### config.mk
export PLATFORM = sky130hd
export DESIGN_NAME = ram_port_arbiter
export DESIGN_NICKNAME = d
export VERILOG_FILES = /design/src/rtl/ram_port_arbiter.sv
export SDC_FILE = /design/constraint.sdc
export NUM_CORES = 1
export LEC_CHECK = 0
export CORE_MARGIN = 2
export CORE_UTILIZATION = 25
export CTS_CLUSTER_DIAMETER = 200
export DETAILED_ROUTE_END_ITERATION = 12
export PLACE_DENSITY = 0.87
export SLEW_MARGIN = 25
export SYNTH_ARGS = -nofsm -noshare
export SYNTH_HDL_FRONTEND = slang
export SYNTH_SLANG_ARGS = --single-unit
### constraint.sdc
create_clock -name clk -period 2.2 [get_ports clk]
set_clock_uncertainty 0.1 [all_clocks]
set_input_delay 0.44 -clock clk [delete_from_list [all_inputs] [get_ports clk]]
set_output_delay 0.44 -clock clk [all_outputs]
set_load 0.02 [all_outputs]
### src/rtl/ram_port_arbiter.sv
// Two-requester arbiter for a 1W/1R RAM: independent round-robin write and read
// grants, with registered read-data return tagged to the owning requester.
module ram_port_arbiter #(
   parameter int ADDR_W = 4,
   parameter int DATA_W = 8
) (
   input  logic              clk,
   input  logic              reset,
   input  logic              a_req,
   input  logic              a_we,
   input  logic [ADDR_W-1:0] a_addr,
   input  logic [DATA_W-1:0] a_wdata,
   output logic              a_gnt,
   output logic              a_rvalid,
   input  logic              b_req,
   input  logic              b_we,
   input  logic [ADDR_W-1:0] b_addr,
   input  logic [DATA_W-1:0] b_wdata,
   output logic              b_gnt,
   output logic              b_rvalid,
   output logic [DATA_W-1:0] rdata,
   output logic              ram_wen,
   output logic [ADDR_W-1:0] ram_write_addr,
   output logic [DATA_W-1:0] ram_data_in,
   output logic [ADDR_W-1:0] ram_read_addr,
   input  logic [DATA_W-1:0] ram_data_out
);

   localparam logic PRI_A = 1'b0;
   localparam logic PRI_B = 1'b1;

   logic       r_wr_pri;
   logic       r_rd_pri;
   logic [1:0] r_rd_own;   // [0]=A, [1]=B; owner of the read issued last cycle

   logic w_wc_a, w_wc_b, w_rc_a, w_rc_b;
   logic w_wg_a, w_wg_b, w_rg_a, w_rg_b;

   assign w_wc_a = a_req &  a_we;
   assign w_wc_b = b_req &  b_we;
   assign w_rc_a = a_req & ~a_we;
   assign w_rc_b = b_req & ~b_we;

   // Grants are suppressed during reset so nothing reaches the RAM or rd_own.
   assign w_wg_a = ~reset & w_wc_a & (~w_wc_b | (r_wr_pri == PRI_A));
   assign w_wg_b = ~reset & w_wc_b & (~w_wc_a | (r_wr_pri == PRI_B));
   assign w_rg_a = ~reset & w_rc_a & (~w_rc_b | (r_rd_pri == PRI_A));
   assign w_rg_b = ~reset & w_rc_b & (~w_rc_a | (r_rd_pri == PRI_B));

   assign a_gnt    = w_wg_a | w_rg_a;
   assign b_gnt    = w_wg_b | w_rg_b;
   assign a_rvalid = r_rd_own[0];
   assign b_rvalid = r_rd_own[1];
   assign rdata    = ram_data_out;

   always_comb begin
      ram_wen        = w_wg_a | w_wg_b;
      ram_write_addr = '0;
      ram_data_in    = '0;
      ram_read_addr  = '0;
      if (w_wg_a) begin
         ram_write_addr = a_addr;
         ram_data_in    = a_wdata;
      end else if (w_wg_b) begin
         ram_write_addr = b_addr;
         ram_data_in    = b_wdata;
      end
      if (w_rg_a)      ram_read_addr = a_addr;
      else if (w_rg_b) ram_read_addr = b_addr;
   end

   always_ff @(posedge clk or posedge reset) begin
      if (reset) begin
         r_wr_pri <= PRI_A;
         r_rd_pri <= PRI_A;
         r_rd_own <= 2'b00;
      end else begin
         if (w_wg_a)      r_wr_pri <= PRI_B;
         else if (w_wg_b) r_wr_pri <= PRI_A;
         if (w_rg_a)      r_rd_pri <= PRI_B;
         else if (w_rg_b) r_rd_pri <= PRI_A;
         r_rd_own <= {w_rg_b, w_rg_a};
      end
   end

endmodule

==> results.toml, run 1 <==
[place]
placed_cell_area_um2 = 992
dp_cells = 135
hpwlAfterDp_um = 1580
gp_congestion = 0.778
numPortBuffers = 50

[synth]
synth-main-ff-cell = "dfrtp_1"
yosys-top-cells-area = "dfrtp_1, a22o_1, buf_4, o22ai_1, nand2_1"
avgSynthCellArea_um2 = 7.59
synth_enable_flop_cells = 0
synth_seq_cells = 4
ys_warn_count = 0
ys_types = 24
synth_top_area_share_pct = 20.9
synth_area_leader_cell = "dfrtp_1"
syn_area_um2 = 478
synth-seq-area-share_pct = 20.9
synthesis.nets = 101
syn_inst = 63
async_flop_share_pct = 100

[critical_path]
cpPeakStageDelay_ns = 0.33
reg2regPathDepth = 4
startpoint_type = "input port"
crit_family = "buffers and inverters"
rr_endpoint = "r_rd_pri"
required_ns = 1.66
path_cells = "clkdlybuf4s15_1 > nand2_2 > o2111a_2 > buf_4 > a22o_1 > buf_2"
cp_max_fo = 7
reg2reg_slack_ns = 1.07
reg2reg_from = "r_rd_pri"
path_buf_inv = 3
crit_slowest_cell = "o2111a_2"
endpoint_kind = "output port"
path_class = "input port to output port"
cp.arrival_ns = 1.61

[power]
powerDensity_nw_per_um2 = 361
p_sw_mw = 0.123
leakage_nw = 0.453
pwr-share-seq_pct = 23.7
power_frac_comb_pct = 51.5
switching_share_pct = 33.3
total_power_mw = 0.368
p_clk_share_pct = 24.7
internal-power_mw = 0.245
peakVddDrop_uv = 288

[grt]
first_global_vias = 650
grt_first_pass_wirelength_um = 2760
grt_use_total_pct = 17.3
grt.met1_usage_pct = 18.5
grtUsageMet3_pct = 7.17
grt_max_degree = 9
busiest_layer = "met2"
grt.overflow.total = 0
globalRouteMet2Util_pct = 30.4
antenna_found_initial = 0

[layout]
drive_gt1_share_pct = 26.5
fin_cells = 142
final_core_util_pct = 57.8
fin_nets = 157
layout_common_cells = "clkdlybuf4s50_1, buf_4, nand2_1"
layout_commonest_cell = "clkdlybuf4s50_1"
design_area_um2 = 1020
fillerInstances = 182
diodes = 0
syn_to_final_growth_pct = 113

[clocking]
clock_sinks = 4
cts_hold_buf = 0
clk_pin_slew_ns = 0.04
cts_made_buffers = 3
clockRootBuffer = "clkbuf_4"
htreeDepth = 1
clk_latency_ns = 0.23
clk_path_buf_depth = 2
tritoncts = "yes"

[detailed_routing]
first_pass_iters = 4
drt_iter0_markers = 12
drt_wl_total_um = 1940
vias = 687
wl_per_cell_um = 13.7
ant_nets = 0
viasPerCell = 4.84
drcViolationCount = 0

[floorplan]
placementRows = 15
die_y_um = 47.7
core_area_um2 = 1760
dieArea_um2 = 2280
start_util_pct = 27.1
io_pins = 67
dieWidth_um = 47.7

[run]
drv_cap = 0

[sta]
post-route-period-util_pct = 97.5
worstMarginPinSlew_ns = 0.313
rsz0062_at_grt = "no"
maxSlewViolCount = 0
hold_violations = 0
fin_crit_ns = 2.15
slew_headroom_pct = 79.1
whs_ns = 0.353
setup_viol = 0
max_freq_mhz = 466

[run_status]
outcome = "finished, final reports clean"

[min_path]
hp-class = "input port to async pin"
## state kept, by name, summed over array words and instances (netlist names)
name      cells
r_rd_own      2
r_rd_pri      1
r_wr_pri      1
## power by group through the flow
stage	Combinational, mW	Sequential (mW)	Clock (mW)
detailed placement	0.198	0.0879	0
global placement	0.193	0.0875	0
global route	0.204	0.0877	0.108
CTS	0.191	0.0869	0.0965
floorplan	0.0999	0.0895	0
finish	0.190	0.0873	0.0910
## cell families after synthesis
kind of cell | synth area share (%)
AO/OA/AOI/OAI | 40.1
buffers and inverters | 16.2
flip-flops | 20.9
AND/OR/NAND/NOR | 22.8
## per-stage QoR
stage,setup TNS [ns],setup slack [ns]
after floorplan,0,0.344
after global placement,-9.45,-0.562
after detailed placement,-9.70,-0.578
after CTS,0,0.0180
after global routing,0,0.000501
final,0,0.0544
## repair_timing
item | 4_1_cts | 5_1_grt
gates resized for setup | 47 | 9
buffers inserted | 4 | 0
hold endpoints to repair | 0 | 0
pin swaps | 3 | 2
endpoints found under the setup margin | 19 | 19
## worst register-to-register path, stage by stage (launching register included)
cell	delay, ns
dfrtp_1	0.37
inv_1	0.08
o21ai_2	0.25
buf_4	0.16
o21ai_1	0.05
## Yosys cell counts (2+ instances only)
cell and n:
a21oi_1 2, a22o_1 8, buf_2 2, buf_4 8
dfrtp_1 4, nand2_1 9, nand3_1 2, nor2_1 2
o21ai_0 2, o21ai_1 3, o22ai_1 8
## layer usage
| layer | vias to the layer above | part of all wire (%) |
|---|---|---|
| met4 | 0 | 1.3 |
| li1 | 340 | - |
| met3 | 2 | 6.7 |
| met5 | - | 0 |
| met2 | 28 | 52 |
| met1 | 317 | 40 |
## cell type report
type                            count  area [µm²]  share of cell area, %
Clock buffer                        3        22.5                   2.21
Inverter                            2        7.51                  0.736
Multi-Input combinational cell     47         304                   29.8
Sequential cell                     4         100                   9.82
Tap cell                           25        31.3                   3.07
Timing Repair Buffer               61         554                   54.4
## how the worst max path moves through the flow
stage / to / cells after the start / start
2_1_floorplan: ram_write_addr[0] / 5 / reset
3_3_place_gp: ram_data_in[0] / 5 / b_we
3_5_place_dp: ram_data_in[7] / 5 / a_we
4_1_cts: ram_data_in[7] / 6 / a_req
6_report: ram_data_in[7] / 6 / a_req
5_1_grt: ram_write_addr[0] / 6 / reset
Power figures use the tool's default switching activity.
==> inputs of run 2 (changes only) <==
Settings changed: CAP_MARGIN set to 20, CTS_BUF_LIST set to sky130_fd_sc_hd__clkbuf_16, CTS_CLUSTER_SIZE set to 25.
==> results.toml, run 2 (same netlist as run 1, synthesis figures left out) <==
[run_status]
outcome = "finished, final reports clean"

[sta]
fin_crit_ns = 2.15
rsz0062_at_grt = "no"
post-route-period-util_pct = 97.8
slew_headroom_pct = 79.1
setup_viol = 0
maxSlewViolCount = 0
max_freq_mhz = 465
hold_violations = 0
worstMarginPinSlew_ns = 0.313

[layout]
largest-register = "r_rd_own"
diodes = 0
fin_nets = 157
layout_commonest_cell = "clkdlybuf4s50_1"
largest_reg_flops = 2
layout_common_cells = "clkdlybuf4s50_1, buf_4, nand2_1"
fin_cells = 142
largest_registers = "r_rd_own: 2 flops, r_rd_pri: 1 flops, r_wr_pri: 1 flops"
syn_to_final_growth_pct = 123
drive_gt1_share_pct = 27.4

[critical_path]
reg2reg_from = "r_rd_pri"
cp_max_fo = 7
rr_endpoint = "r_rd_pri"
endpoint_kind = "output port"
path_class = "input port to output port"
crit_start = "a_req"
reg2reg_slack_ns = 1.06
reg2regPathDepth = 4
startpoint_type = "input port"
required_ns = 1.66
cp.arrival_ns = 1.61

[grt]
antenna_found_initial = 0
grt_max_degree = 9
grt_first_pass_wirelength_um = 2770
first_global_vias = 647
grt_use_total_pct = 17.4
grt.overflow.total = 0

[min_path]
hp-class = "input port to async pin"

[place]
dp_cells = 135
gp_congestion = 0.778
numPortBuffers = 50
hpwlAfterDp_um = 1580

[floorplan]
core_area_um2 = 1760
io_pins = 67
placementRows = 15
dieArea_um2 = 2280
start_util_pct = 27.1
die_y_um = 47.7
dieWidth_um = 47.7

[power]
total_power_mw = 0.556
peakVddDrop_uv = 533
leakage_nw = 0.476
powerDensity_nw_per_um2 = 521

[detailed_routing]
ant_nets = 0
vias = 693
drcViolationCount = 0
viasPerCell = 4.88
drt_iter0_markers = 13
first_pass_iters = 4
drt_wl_total_um = 1960
wl_per_cell_um = 13.8

[clocking]
cts_hold_buf = 0
cts_made_buffers = 3
clk_pin_slew_ns = 0.03
htreeDepth = 1
clk_path_buf_depth = 2
clock_sinks = 4
clockRootBuffer = "clkbuf_16"
tritoncts = "yes"
clk_latency_ns = 0.22

[run]
drv_cap = 0
## run 2: worst max path at each step
stage,endpoint,slack [ns],cells after the start
CTS,ram_data_in[7],0.02,6
global route,ram_write_addr[0],0.0005,6
finish,ram_data_in[7],0.05,6
floorplan,ram_write_addr[0],0.34,5
global placement,ram_data_in[0],-0.56,5
detailed placement,ram_data_in[7],-0.58,5
## run 2: power breakdown
group,switching [mW],internal (mW),total [mW],leakage (nW)
combinational,0.0876,0.102,0.190,0.388
sequential,0.00538,0.0820,0.0874,0.0505
clock,0.0468,0.232,0.279,0.0370
total,0.140,0.416,0.556,0.476
## run 2: what timing repair did
action | in CTS | in global routing
endpoints found under the hold margin | 0 | 0
pin swaps | 3 | 2
gates resized for setup | 47 | 10
setup buffers | 4 | 0
setup endpoints to repair | 19 | 18
## run 2: worst max-delay path, stage by stage
cell and delay, ns:
clkdlybuf4s15_1 0.23, nand2_2 0.12, o2111a_2 0.33, buf_4 0.15, a22o_1 0.18, buf_2 0.16
## run 2: area by class of cell
type | count | area, µm²
timing repair buffer | 61 | 549
inverter | 2 | 7.51
tap | 25 | 31.3
sequential | 4 | 100
clock buffer | 3 | 75.1
multi-input combinational | 47 | 304
fill | 172 | 697
## run 2: through the flow
step                      utilization (%)  setup WS [ns]  hold slack (ns)  setup TNS (ns)  area, µm²
after CTS                            61.6         0.0180            0.370               0       1090
after detailed placement             56.2         -0.578            0.467           -9.70        992
after floorplan                         -          0.344            0.404               0        478
after global routing                 60.5       0.000501            0.403               0       1070
after global placement               56.2         -0.562            0.454           -9.45        992
final                                60.5         0.0488            0.371               0       1070
## run 2: per-layer routing
metal	routed length (µm)	track usage [%]	up-vias
met5	0	0	-
met4	26	5.95	0
met3	154	8.30	2
met2	1040	30.7	33
met1	736	18.0	319
li1	-	-	339
==> inputs of run 3 (changes only) <==
Settings changed: MAX_ROUTING_LAYER set to met4.
==> results.toml, run 3 (same netlist as run 1, synthesis figures left out) <==
[run_status]
outcome = "finished, final reports clean"

[critical_path]
endpoint_kind = "output port"
path_cells = "clkdlybuf4s15_1 > nand2_2 > o2111a_2 > buf_4 > a22o_1 > buf_2"
startpoint_type = "input port"
crit_slowest_cell = "o2111a_2"
required_ns = 1.66
path_class = "input port to output port"
cp_max_fo = 7
cp.arrival_ns = 1.61
reg2reg_slack_ns = 1.07
cpPeakStageDelay_ns = 0.33

[clocking]
tritoncts = "yes"
clockRootBuffer = "clkbuf_16"
htreeDepth = 1
clk_pin_slew_ns = 0.03
cts_made_buffers = 3
clock_sinks = 4
cts_hold_buf = 0
clk_latency_ns = 0.22
clk_path_buf_depth = 2

[grt]
antenna_found_initial = 0
grt.overflow.total = 0
grt_use_total_pct = 18.0
grt_first_pass_wirelength_um = 2770
first_global_vias = 648
grt_max_degree = 9

[place]
gp_congestion = 0.788
hpwlAfterDp_um = 1580
dp_slack_ns = -0.578
numPortBuffers = 50

[power]
total_power_mw = 0.556
leakage_nw = 0.476
powerDensity_nw_per_um2 = 521
peakVddDrop_uv = 533

[layout]
syn_to_final_growth_pct = 123
fillerInstances = 172
fin_nets = 157
layout_commonest_cell = "clkdlybuf4s50_1"
largest_reg_flops = 2
multi_input_comb_area_um2 = 304
diodes = 0
layout_common_cells = "clkdlybuf4s50_1, buf_4, nand2_1"
largest-register = "r_rd_own"
seqCellArea_um2 = 100
largest_registers = "r_rd_own: 2 flops, r_rd_pri: 1 flops, r_wr_pri: 1 flops"
drive_gt1_share_pct = 27.4

[sta]
rsz0062_at_grt = "no"
setup_ws_ns = 0.0484
max_freq_mhz = 465
post-route-period-util_pct = 97.8
worstMarginPinSlew_ns = 0.310
setup_viol = 0
maxSlewViolCount = 0
slew_headroom_pct = 79.4
fin_crit_ns = 2.15
hold_violations = 0

[floorplan]
start_util_pct = 27.1
core_area_um2 = 1760
die_y_um = 47.7
placementRows = 15
dieWidth_um = 47.7
io_pins = 67
dieArea_um2 = 2280

[detailed_routing]
ant_nets = 0
vias = 691
wl_per_cell_um = 13.8
drt_wl_total_um = 1960
first_pass_iters = 4
drt_iter0_markers = 13
viasPerCell = 4.87
drcViolationCount = 0

[run]
drv_cap = 0

[min_path]
hp-class = "input port to async pin"
## run 3: cell counts in the layout (fill, tap and decap cells not counted)
Identical to the previous run, type by type.
## run 3: worst paths after layout
path,startpoint,end,cells after the start
min in group clk,r_rd_pri,r_rd_pri,2
max in group asynchronous,reset,r_rd_pri,3
min reg2reg,r_rd_pri,r_rd_pri,2
min,reset,r_rd_own[1],3
max reg2reg,r_rd_pri,r_rd_pri,4
max,a_req,ram_data_in[7],6
## run 3: area by class of cell
cell class	count	share of cell area (%)
multi-input combinational	47	28.5
tap	25	2.93
sequential	4	9.38
inverter	2	0.703
timing repair buffer	61	51.5
clock buffer	3	7.03
## run 3: power by group
group          internal, mW  total [mW]  switching [mW]
logic                 0.102       0.190          0.0878
clock network         0.232       0.279          0.0468
registers            0.0820      0.0871         0.00511
## run 3: what timing repair did
| action | CTS | global route |
|---|---|---|
| resized for setup | 47 | 10 |
| endpoints found under the setup margin | 19 | 18 |
| endpoints found under the hold margin | 0 | 0 |
| setup buffers | 4 | 0 |
| pin swaps | 3 | 2 |
## run 3: per-layer routing
layer / vias to the layer above / routed length (µm) / track usage [%]
li1: 339 / - / -
met1: 317 / 756 / 18.7
met2: 33 / 1050 / 30.7
met3: 2 / 129 / 7.17
met4: 0 / 26 / 5.95
met5: - / 0 / -
## run 3: stage by stage
step | setup TNS, ns | hold WS [ns] | area, µm² | std cells | utilization (%)
final | 0 | 0.369 | 1070 | 142 | 60.5
after global routing | 0 | 0.403 | 1070 | 142 | 60.5
after CTS | 0 | 0.370 | 1090 | 142 | 61.6
after detailed placement | -9.70 | 0.467 | 992 | 135 | 56.2
after global placement | -9.45 | 0.454 | 992 | 135 | 56.2
after floorplan | 0 | 0.404 | 478 | 63 | -
## run 3: critical path, delay by kind of cell
family          cells  cell delay, ns
compound gates      2            0.51
buf+inv             3            0.54
simple gates        1            0.12
